[src/rtl/avalon_arb_pkg.sv]
// rtl/avalon_arb_pkg.sv - shared types and widths for the Avalon-MM read arbiter
package avalon_arb_pkg;

    typedef enum logic [2:0] {
        IDLE,
        ISSUE_LO,
        ISSUE_HI,
        WAIT_DATA,
        RESP
    } arb_state_t;

    localparam int M_ADDR_W = 25;
    localparam int M_DATA_W = 16;
    localparam int S_DATA_W = 32;

endpackage

[src/rtl/rr_arbiter.sv]
// rtl/rr_arbiter.sv - round-robin pick with a sticky lock owner taking precedence
module rr_arbiter #(
    parameter int N     = 2,
    parameter int IDX_W = (N > 1) ? $clog2(N) : 1
) (
    input  logic [N-1:0]     req_i,
    input  logic [IDX_W-1:0] ptr_i,
    input  logic [IDX_W-1:0] lock_owner_i,
    input  logic             lock_valid_i,
    output logic [N-1:0]     grant_o,
    output logic [IDX_W-1:0] idx_o,
    output logic             valid_o
);

    always_comb begin
        int cand;
        grant_o = '0;
        idx_o   = '0;
        valid_o = 1'b0;
        cand    = 0;
        if (lock_valid_i && req_i[lock_owner_i]) begin
            grant_o[lock_owner_i] = 1'b1;
            idx_o                 = lock_owner_i;
            valid_o               = 1'b1;
        end else begin
            // Scan starting at the pointer so the last owner goes to the back.
            for (int k = 0; k < N; k++) begin
                cand = (int'(ptr_i) + k) % N;
                if (!valid_o && req_i[cand]) begin
                    grant_o[cand] = 1'b1;
                    idx_o         = IDX_W'(cand);
                    valid_o       = 1'b1;
                end
            end
        end
    end

endmodule

[src/rtl/avalon_mm_read_arbiter.sv]
// rtl/avalon_mm_read_arbiter.sv - N 32-bit read requesters sharing one 16-bit pipelined read master
module avalon_mm_read_arbiter
    import avalon_arb_pkg::*;
#(
    parameter int N_REQ      = 2,
    parameter int LOCK_LIMIT = 8
) (
    input  logic                clock,
    input  logic                reset,
    input  logic [31:0]         rq_address [N_REQ],
    input  logic [N_REQ-1:0]    rq_read,
    input  logic [N_REQ-1:0]    rq_lock,
    output logic [N_REQ-1:0]    rq_waitrequest,
    output logic [S_DATA_W-1:0] rq_readdata [N_REQ],
    output logic [N_REQ-1:0]    rq_readdatavalid,
    output logic [M_ADDR_W-1:0] m_address,
    output logic                m_read,
    output logic [1:0]          m_byteenable_n,
    input  logic                m_waitrequest,
    input  logic [M_DATA_W-1:0] m_readdata,
    input  logic                m_readdatavalid
);

    localparam int IDX_W = (N_REQ > 1) ? $clog2(N_REQ) : 1;
    localparam int CNT_W = $clog2(LOCK_LIMIT + 1);

    arb_state_t              state_q;
    logic [IDX_W-1:0]        owner_q;
    logic [IDX_W-1:0]        rr_ptr_q;
    logic [CNT_W-1:0]        lock_cnt_q;
    logic                    lock_valid_q;
    logic [M_ADDR_W-2:0]     word_addr_q;
    logic [S_DATA_W-1:0]     asm_q;
    logic [1:0]              beat_cnt_q;
    logic                    dropped_q;
    logic                    m_read_q;
    logic [M_ADDR_W-1:0]     m_address_q;
    logic [S_DATA_W-1:0]     rdata_q;
    logic [N_REQ-1:0]        rvalid_q;

    logic [N_REQ-1:0]        gnt;
    logic [IDX_W-1:0]        gnt_idx;
    logic                    gnt_valid;
    logic [31:0]             sel_addr;
    logic                    unused_addr_bits;
    logic [IDX_W-1:0]        next_ptr;
    logic                    capture;
    logic                    in_flight;

    rr_arbiter #(.N(N_REQ), .IDX_W(IDX_W)) u_rr (
        .req_i        (rq_read),
        .ptr_i        (rr_ptr_q),
        .lock_owner_i (owner_q),
        .lock_valid_i (lock_valid_q),
        .grant_o      (gnt),
        .idx_o        (gnt_idx),
        .valid_o      (gnt_valid)
    );

    always_comb begin
        sel_addr = '0;
        for (int i = 0; i < N_REQ; i++) begin
            if (gnt[i]) sel_addr = rq_address[i];
        end
    end

    // Byte offset and the top address bits have no place on the halfword bus.
    assign unused_addr_bits = ^{sel_addr[31:26], sel_addr[1:0]};

    assign next_ptr  = (owner_q == IDX_W'(N_REQ - 1)) ? '0 : owner_q + 1'b1;
    assign capture   = (state_q == ISSUE_HI || state_q == WAIT_DATA)
                       && m_readdatavalid && (beat_cnt_q != 2'd2);
    assign in_flight = (state_q == ISSUE_LO || state_q == ISSUE_HI || state_q == WAIT_DATA);

    always_ff @(posedge clock) begin
        if (reset) begin
            state_q      <= IDLE;
            owner_q      <= '0;
            rr_ptr_q     <= '0;
            lock_cnt_q   <= '0;
            lock_valid_q <= 1'b0;
            word_addr_q  <= '0;
            asm_q        <= '0;
            beat_cnt_q   <= '0;
            dropped_q    <= 1'b0;
            m_read_q     <= 1'b0;
            m_address_q  <= '0;
            rdata_q      <= '0;
            rvalid_q     <= '0;
        end else begin
            rvalid_q <= '0;
            if (capture) begin
                if (beat_cnt_q == 2'd0) asm_q[15:0]  <= m_readdata;
                else                    asm_q[31:16] <= m_readdata;
                beat_cnt_q <= beat_cnt_q + 2'd1;
            end
            if (in_flight && !rq_read[owner_q]) dropped_q <= 1'b1;

            case (state_q)
                IDLE: begin
                    // Lock priority lasts one IDLE cycle; losing it restarts the run count.
                    lock_valid_q <= 1'b0;
                    if (lock_valid_q && !(gnt_valid && gnt_idx == owner_q)) lock_cnt_q <= '0;
                    if (gnt_valid) begin
                        owner_q     <= gnt_idx;
                        word_addr_q <= sel_addr[25:2];
                        m_address_q <= {sel_addr[25:2], 1'b0};
                        m_read_q    <= 1'b1;
                        beat_cnt_q  <= '0;
                        asm_q       <= '0;
                        dropped_q   <= 1'b0;
                        state_q     <= ISSUE_LO;
                    end
                end
                ISSUE_LO: begin
                    if (!m_waitrequest) begin
                        m_address_q <= {word_addr_q, 1'b1};
                        state_q     <= ISSUE_HI;
                    end
                end
                ISSUE_HI: begin
                    if (!m_waitrequest) begin
                        m_read_q <= 1'b0;
                        state_q  <= WAIT_DATA;
                    end
                end
                WAIT_DATA: begin
                    if (beat_cnt_q == 2'd2) begin
                        rdata_q           <= asm_q;
                        rvalid_q[owner_q] <= ~dropped_q & rq_read[owner_q];
                        state_q           <= RESP;
                    end
                end
                RESP: begin
                    rr_ptr_q <= next_ptr;
                    if (rq_lock[owner_q] && lock_cnt_q < CNT_W'(LOCK_LIMIT)) begin
                        lock_cnt_q   <= lock_cnt_q + 1'b1;
                        lock_valid_q <= 1'b1;
                    end else begin
                        lock_cnt_q   <= '0;
                        lock_valid_q <= 1'b0;
                    end
                    state_q <= IDLE;
                end
                default: state_q <= IDLE;
            endcase
        end
    end

    for (genvar g = 0; g < N_REQ; g++) begin : g_req
        assign rq_waitrequest[g] = rq_read[g] & ~(state_q == RESP && owner_q == IDX_W'(g));
        assign rq_readdata[g]    = rdata_q;
    end

    assign rq_readdatavalid = rvalid_q;
    assign m_address        = m_address_q;
    assign m_read           = m_read_q;
    assign m_byteenable_n   = 2'b00;

endmodule

[config.mk]
export PLATFORM = sky130hd
export DESIGN_NAME = avalon_mm_read_arbiter
export DESIGN_NICKNAME = d
export VERILOG_FILES = /design/src/rtl/avalon_arb_pkg.sv /design/src/rtl/rr_arbiter.sv /design/src/rtl/avalon_mm_read_arbiter.sv
export SDC_FILE = /design/constraint.sdc
export NUM_CORES = 1
export LEC_CHECK = 0
export ABC_AREA = 0
export CORE_ASPECT_RATIO = 1.4
export CORE_MARGIN = 5
export CORE_UTILIZATION = 45
export CTS_BUF_LIST = sky130_fd_sc_hd__clkbuf_16
export CTS_CLUSTER_SIZE = 20
export DETAILED_ROUTE_END_ITERATION = 16
export PLACE_DENSITY = 0.84
export SLEW_MARGIN = 0
export SYNTH_ARGS = -nofsm -noshare
export SYNTH_HDL_FRONTEND = slang
export SYNTH_HIERARCHICAL = 1
export SYNTH_SLANG_ARGS = --single-unit
[constraint.sdc]
create_clock -name clock -period 2.7 [get_ports clock]
set_input_delay 0.54 -clock clock [delete_from_list [all_inputs] [get_ports clock]]
set_output_delay 0.54 -clock clock [all_outputs]
set_load 0.005 [all_outputs]
==> impl_metrics.csv, run 1 <==
group,metric,value,unit
setup_path,critical_path.max_fanout,13,
route,ant_nets,0,
floorplanning,fp.dieArea,14000,sq um
flow_run,maxCapViolations,0,
sta,max_slew_margin,56.4,%
route,vias,4825,
sta,timing.fmax,401,MHz
clocking,h-tree-depth,4,
setup_path,max_stage_delay,490,ps
logic_synthesis,syn_avg_cell_area,8.28,sq um
logic_synthesis,synth_area_leaders,"dfxtp_1 49%, nand2_1 9.4%, a21oi_1 9.2%",
clocking,post-cts-setup-buffers,0,
final_layout,syn_to_final_growth,38.4,%
logic_synthesis,yosys_warnings,6,
placed_design,dpl_cell_area,6790,sq um
power_and_ir_drop,p_per_area,654,nW/um^2
min_path,hold_start,"asm_q[15]$_SDFF_PP0_",
clocking,clkTransAtPathRegs,50,ps
placed_design,dpl_worst_slack,206,ps
clocking,clkSinkCount,129,
clocking,cts.repair.resized,0,
logic_synthesis,synthFlopType,"dfxtp_1",
logic_synthesis,syn-cell-area,5290,sq um
sta,period_minus_slack,2490,ps
placed_design,dpl.hpwl,10100,um
route,dr.pass1.iters,5,
sta,tns,0,ps
final_layout,final_common_cell,"clkdlybuf4s50_1",
setup_path,path_delay_family,"simple AND/OR/NAND/NOR gates",
global_routing,antenna_found_initial,0,
setup_path,crit_arrival,1950,ps
final_layout,stdcell_area,7320,sq um
global_routing,grtUsageTotal,20.3,%
power_and_ir_drop,p_total,4.79,mW
min_path,min_to,"rdata_q[15]$_SDFFE_PP0N_",
setup_path,r2r_cells,7,
global_routing,grt_overflow,0,
final_layout,n_antenna_cell,0,
setup_path,reg2reg_slack,710,ps
setup_path,start_kind,"flop",
global_routing,grt_pass1_vias,4832,
sta,finalSetupViolations,0,
logic_synthesis,synth_edf_count,0,
setup_path,crit_type,"flop to primary output",
setup_path,end_kind,"primary output",
sta,worst_pin_slew,654,ps
floorplanning,start_util,46.4,%
clocking,clk_latency,410,ps
setup_path,slowest_stage,"or3b_1",
floorplanning,die_w,102,um
sta,drv_slew,0,
clocking,cts_tree,"built",
power_and_ir_drop,vdd_drop_max,0.464,mV
min_path,hold_path.class,"flop to flop",
run_status,status,"completed",
clocking,numCtsBuffers,17,
setup_path,reg2reg_to,"m_address[17]$_SDFFE_PP0P_",
logic_synthesis,ys_seq_area_share,48.9,%
route,vias_per_cell,5.34,
logic_synthesis,async_flop_share,0,%
setup_path,crit_buf_inv,1,
power_and_ir_drop,p_leak,2.62,nW
floorplanning,die_h,138,um
placed_design,buffer_ports.inserted,165,
route,routed_wl,14000,um
sta,fin_crit_sh,92.4,%
logic_synthesis,synth_top_cell_by_area,"dfxtp_1",
final_layout,fill_cells,920,
route,dr.first_iter.drc_count,214,
sta,setup_slack,205,ps
setup_path,required,2160,ps
floorplanning,boundaryPins,184,
logic_synthesis,synth_cell_types,43,
global_routing,grt_max_degree,50,
logic_synthesis,syn_inst,638,
logic_synthesis,synth_top_area_share,48.9,%
clocking,hold_buffers,0,
sta,rsz0062_at_grt,"false",
placed_design,gp_congestion,0.886,
final_layout,fin_nets,841,
floorplanning,num_rows,46,
final_layout,drive_above_1_share,5.80,%
clocking,cts_buffer_depth,2,
min_path,worstHoldPathCells,2,
route,wire_per_inst,15.5,um
floorplanning,core,11400,sq um
sta,finClkSkew,4.99,ps
route,drc,0,
logic_synthesis,ys_seq_elements,129,
setup_path,crit_chain,"or3b_1 > o21a_1 > clkdlybuf4s50_1",
global_routing,grt_pass1_wl,23100,um
sta,hold_viol,0,
clocking,cts_root_buf,"clkbuf_16",
final_layout,mostFrequentLayoutCells,"164 x clkdlybuf4s50_1, 133 x nand2_1, 129 x dfxtp_1",
setup_path,r2r_start,"owner_q$_SDFFE_PP0P_",
[power breakdown]
part	total, mW	switching, mW	internal (mW)
registers	2.08	0.0686	2.01
logic	0.639	0.308	0.331
clock network	2.07	0.757	1.31
[worst max path at each step]
stage | from | end | slack, ps | cells after the start
after floorplan | lock_valid_q$_SDFFE_PP0P_ | m_address[16]$_SDFFE_PP0P_ | 770 | 8
after global placement | rq_read[1] | asm_q[5]$_SDFF_PP0_ | 280 | 5
after global routing | state_q[0]$_SDFFE_PP0P_ | rq_waitrequest[0] | 130 | 3
after detailed placement | rq_read[1] | asm_q[7]$_SDFF_PP0_ | 210 | 5
after CTS | state_q[0]$_SDFFE_PP0P_ | rq_waitrequest[0] | 190 | 3
final | state_q[0]$_SDFFE_PP0P_ | rq_waitrequest[0] | 210 | 3
[layer usage]
metal  wire [um]  up-vias  global-route usage [%]
li1            -     2368                       -
met1        5280     2227                    23.0
met2        7120      207                    35.1
met3        1290       23                    7.00
met4         280        0                    6.65
met5           0        -                       0
[area by class of cell]
class,count,area (sq um),share of cell area [%]
flip-flops and latches,129,2580,35.3
clock inverters,11,101,1.39
multi-input cells,419,2240,30.7
repair buffers,177,1760,24.1
well taps,144,180,2.46
inverters,6,22.5,0.308
clock buffers,17,425,5.81
[Yosys cell counts, types with 2 or more instances]
cell type and count:
nand2_1 133, dfxtp_1 129, a21oi_1 97, nor2_1 65
clkbuf_1 36, buf_4 35, a211oi_1 26, a22o_1 25
a22oi_1 23, buf_2 13, inv_1 6, ha_1 3
mux2i_1 3, nor3b_1 3, o21a_1 3, or2_2 3
a31oi_1 2, nand2b_1 2, nand3_1 2, nor2b_1 2
nor3_1 2, nor4_1 2, or3b_1 2, xnor2_1 2
[cell families (layout without fill, tap and decap cells)]
kind of cell               after synthesis  in the layout  synth area share (%)
adders and majority gates                3              3                 0.710
xor gates and xnor gates                 2              2                 0.331
other                                    1              2                0.0710
and+or+nand+nor                        225            225                  17.9
muxes                                    5              5                  1.07
DFF                                    129            129                  48.9
buffers and inverters                   91            211                  9.26
AOI/OAI and AO/OA                      182            182                  21.8
[through the flow]
stage                     utilization, %  instances  hold slack [ps]
after global routing                64.2        903              462
after global placement              59.6        875              439
after detailed placement            59.6        875              443
after CTS                           64.2        903              451
after floorplan                        -        639              420
final                               64.2        903              453
[worst register-to-register path, cell delays in order (launching register included)]
cell and delay (ps):
dfxtp_1 410, mux2_4 320, a21oi_1 260, nor2b_1 180, buf_4 270, a22oi_1 150
a21oi_1 190, a22o_1 160
[state kept, by name (all words and copies together), names as in the netlist]
signal	count
lock_cnt_q	4
rr_ptr_q	1
lock_valid_q	1
rq_readdatavalid	2
word_addr_q	24
owner_q	1
m_read	1
dropped_q	1
beat_cnt_q	2
asm_q	32
m_address	25
rdata_q	32
state_q	3
Note: power is estimated with default switching activity, not from simulation.
==> run 2, diff against run 1 <==
--- a/config.mk
+++ b/config.mk
@@ -13,6 +13,7 @@
 export CTS_CLUSTER_SIZE = 20
 export DETAILED_ROUTE_END_ITERATION = 16
 export PLACE_DENSITY = 0.84
+export SETUP_SLACK_MARGIN = 0.3
 export SLEW_MARGIN = 0
 export SYNTH_ARGS = -nofsm -noshare
 export SYNTH_HDL_FRONTEND = slang
==> run 2 against run 1 <==
  * Worst setup slack gained 150 ps
  * Sequential power is essentially flat
  * Die area is the same
  * Global-route usage is the same
  * Register-to-register slack is essentially flat
  * Maximum frequency grew 6.2%
  * Cell count grew 0.33%
  * Clock skew is essentially flat
  * Non-clock buffer count grew 3
  * Worst hold slack lost 1.6 ps
  * Highest routed layer unchanged
==> impl_metrics.csv, run 2 (synthesized netlist as in run 1, its figures left out) <==
group,metric,value,unit
run_status,status,"completed",
final_layout,final_common_cell,"clkdlybuf4s50_1",
power_and_ir_drop,p_total,4.80,mW
setup_path,critical_path.max_fanout,7,
setup_path,max_stage_delay,440,ps
setup_path,start_kind,"flop",
clocking,clkTransAtPathRegs,50,ps
setup_path,crit_type,"flop to primary output",
clocking,h-tree-depth,4,
power_and_ir_drop,p_leak,2.64,nW
placed_design,buffer_ports.inserted,165,
sta,rsz0062_at_grt,"false",
route,routed_wl,14000,um
min_path,hold_start,"dropped_q$_SDFF_PP0_",
min_path,min_to,"rq_readdatavalid[1]$_SDFF_PP0_",
global_routing,grt_max_degree,50,
sta,finalSetupViolations,0,
route,wire_per_inst,15.4,um
sta,tns,0,ps
route,drc,0,
final_layout,drive_above_1_share,6.43,%
sta,fin_crit_sh,87.0,%
setup_path,slowest_stage,"clkdlybuf4s50_1",
route,dr.pass1.iters,5,
setup_path,r2r_cells,7,
floorplanning,num_rows,46,
clocking,numCtsBuffers,17,
clocking,clkSinkCount,129,
sta,drv_slew,0,
min_path,worstHoldPathCells,1,
floorplanning,die_w,102,um
route,vias_per_cell,5.35,
sta,finClkSkew,5.17,ps
clocking,cts_tree,"built",
placed_design,gp_congestion,0.886,
floorplanning,core,11400,sq um
final_layout,fin_nets,844,
sta,timing.fmax,426,MHz
global_routing,grt_pass1_wl,23100,um
sta,worst_pin_slew,654,ps
floorplanning,die_h,138,um
power_and_ir_drop,vdd_drop_max,0.468,mV
sta,hold_viol,0,
route,dr.first_iter.drc_count,227,
setup_path,path_delay_family,"buffers and inverters",
clocking,cts_root_buf,"clkbuf_16",
global_routing,antenna_found_initial,0,
floorplanning,boundaryPins,184,
floorplanning,start_util,46.4,%
clocking,cts_buffer_depth,2,
setup_path,required,2160,ps
sta,max_slew_margin,56.4,%
route,ant_nets,0,
setup_path,crit_arrival,1810,ps
flow_run,maxCapViolations,0,
setup_path,crit_buf_inv,1,
setup_path,r2r_start,"owner_q$_SDFFE_PP0P_",
final_layout,final_core_util,64.4,%
global_routing,grt_overflow,0,
final_layout,syn_to_final_growth,39.0,%
global_routing,grtUsageTotal,20.3,%
global_routing,grt_pass1_vias,4832,
setup_path,reg2reg_slack,710,ps
route,vias,4843,
final_layout,n_antenna_cell,0,
final_layout,final_cells,906,
placed_design,dp.cells,875,
setup_path,reg2reg_to,"m_address[17]$_SDFFE_PP0P_",
setup_path,end_kind,"primary output",
floorplanning,fp.dieArea,14000,sq um
sta,period_minus_slack,2350,ps
final_layout,mostFrequentLayoutCells,"163 x clkdlybuf4s50_1, 133 x nand2_1, 128 x dfxtp_1",
power_and_ir_drop,p_per_area,653,nW/um^2
setup_path,crit_chain,"or3b_4 > o21a_1 > clkdlybuf4s50_1",
min_path,hold_path.class,"flop to flop",
placed_design,dpl.hpwl,10100,um
clocking,clk_latency,410,ps
-- run 2: changes by cell type in the layout (fill, tap and decap cells not counted) --
| cell | before | now |
|---|---|---|
| clkdlybuf4s50_1 | 164 | 163 |
| dfxtp_1 | 129 | 128 |
| or3b_4 | 0 | 1 |
| buf_4 | 10 | 13 |
| or3b_1 | 2 | 1 |
| dlygate4sd2_1 | 0 | 1 |
| dfxtp_4 | 0 | 1 |
-- run 2: metal layers --
| layer | GRT usage, % | share of wire, % | wire length [um] |
|---|---|---|---|
| met5 | 0 | 0 | 0 |
| met4 | 6.65 | 1.7 | 240 |
| met3 | 7.00 | 9.3 | 1310 |
| met2 | 35.1 | 51 | 7170 |
| met1 | 23.0 | 38 | 5280 |
-- run 2: stage by stage --
step / hold slack, ps / area [sq um] / setup slack [ps]
after global placement: 439 / 6790 / 276
after global routing: 462 / 7340 / 309
after detailed placement: 443 / 6790 / 206
after CTS: 451 / 7320 / 306
after floorplan: 420 / 5290 / 770
final: 451 / 7340 / 352
-- run 2: timing repair --
item / in CTS / in global routing
endpoints found under the setup margin: 2 / 1
buffers inserted: 0 / 3
gates cloned: 0 / 0
hold endpoints to repair: 0 / 0
hold buffers: 0 / 0
resized for setup: 4 / 0
-- run 2: area by class of cell --
class | count | area [sq um]
clock buffers | 17 | 425
multi-input cells | 419 | 2250
clock inverters | 11 | 101
flip-flops and latches | 129 | 2590
fillers | 917 | 4050
repair buffers | 180 | 1780
well taps | 144 | 180
inverters | 6 | 22.5
-- run 2: report_power, final --
group / switching [mW] / total, mW / internal [mW]
sequential: 0.0669 / 2.08 / 2.01
clock: 0.759 / 2.07 / 1.31
combinational: 0.312 / 0.648 / 0.337
total: 1.14 / 4.80 / 3.66
-- run 2: how the worst max path moves through the flow --
stage | start | to | slack, ps | cells past startpoint
floorplan | lock_valid_q$_SDFFE_PP0P_ | m_address[16]$_SDFFE_PP0P_ | 770 | 8
global placement | rq_read[1] | asm_q[5]$_SDFF_PP0_ | 280 | 5
detailed placement | rq_read[1] | asm_q[7]$_SDFF_PP0_ | 210 | 5
CTS | state_q[0]$_SDFFE_PP0P_ | rq_waitrequest[0] | 310 | 3
global route | state_q[0]$_SDFFE_PP0P_ | rq_waitrequest[0] | 310 | 3
finish | state_q[0]$_SDFFE_PP0P_ | rq_waitrequest[0] | 350 | 3
==> run 3, diff against run 2 <==
--- a/config.mk
+++ b/config.mk
@@ -12,6 +12,7 @@
 export CTS_BUF_LIST = sky130_fd_sc_hd__clkbuf_16
 export CTS_CLUSTER_SIZE = 20
 export DETAILED_ROUTE_END_ITERATION = 16
+export HOLD_SLACK_MARGIN = 0.06
 export PLACE_DENSITY = 0.84
 export SETUP_SLACK_MARGIN = 0.3
 export SLEW_MARGIN = 0
==> results of run 3 <==
Final layout, timing and power as in run 2 (identical DEF).
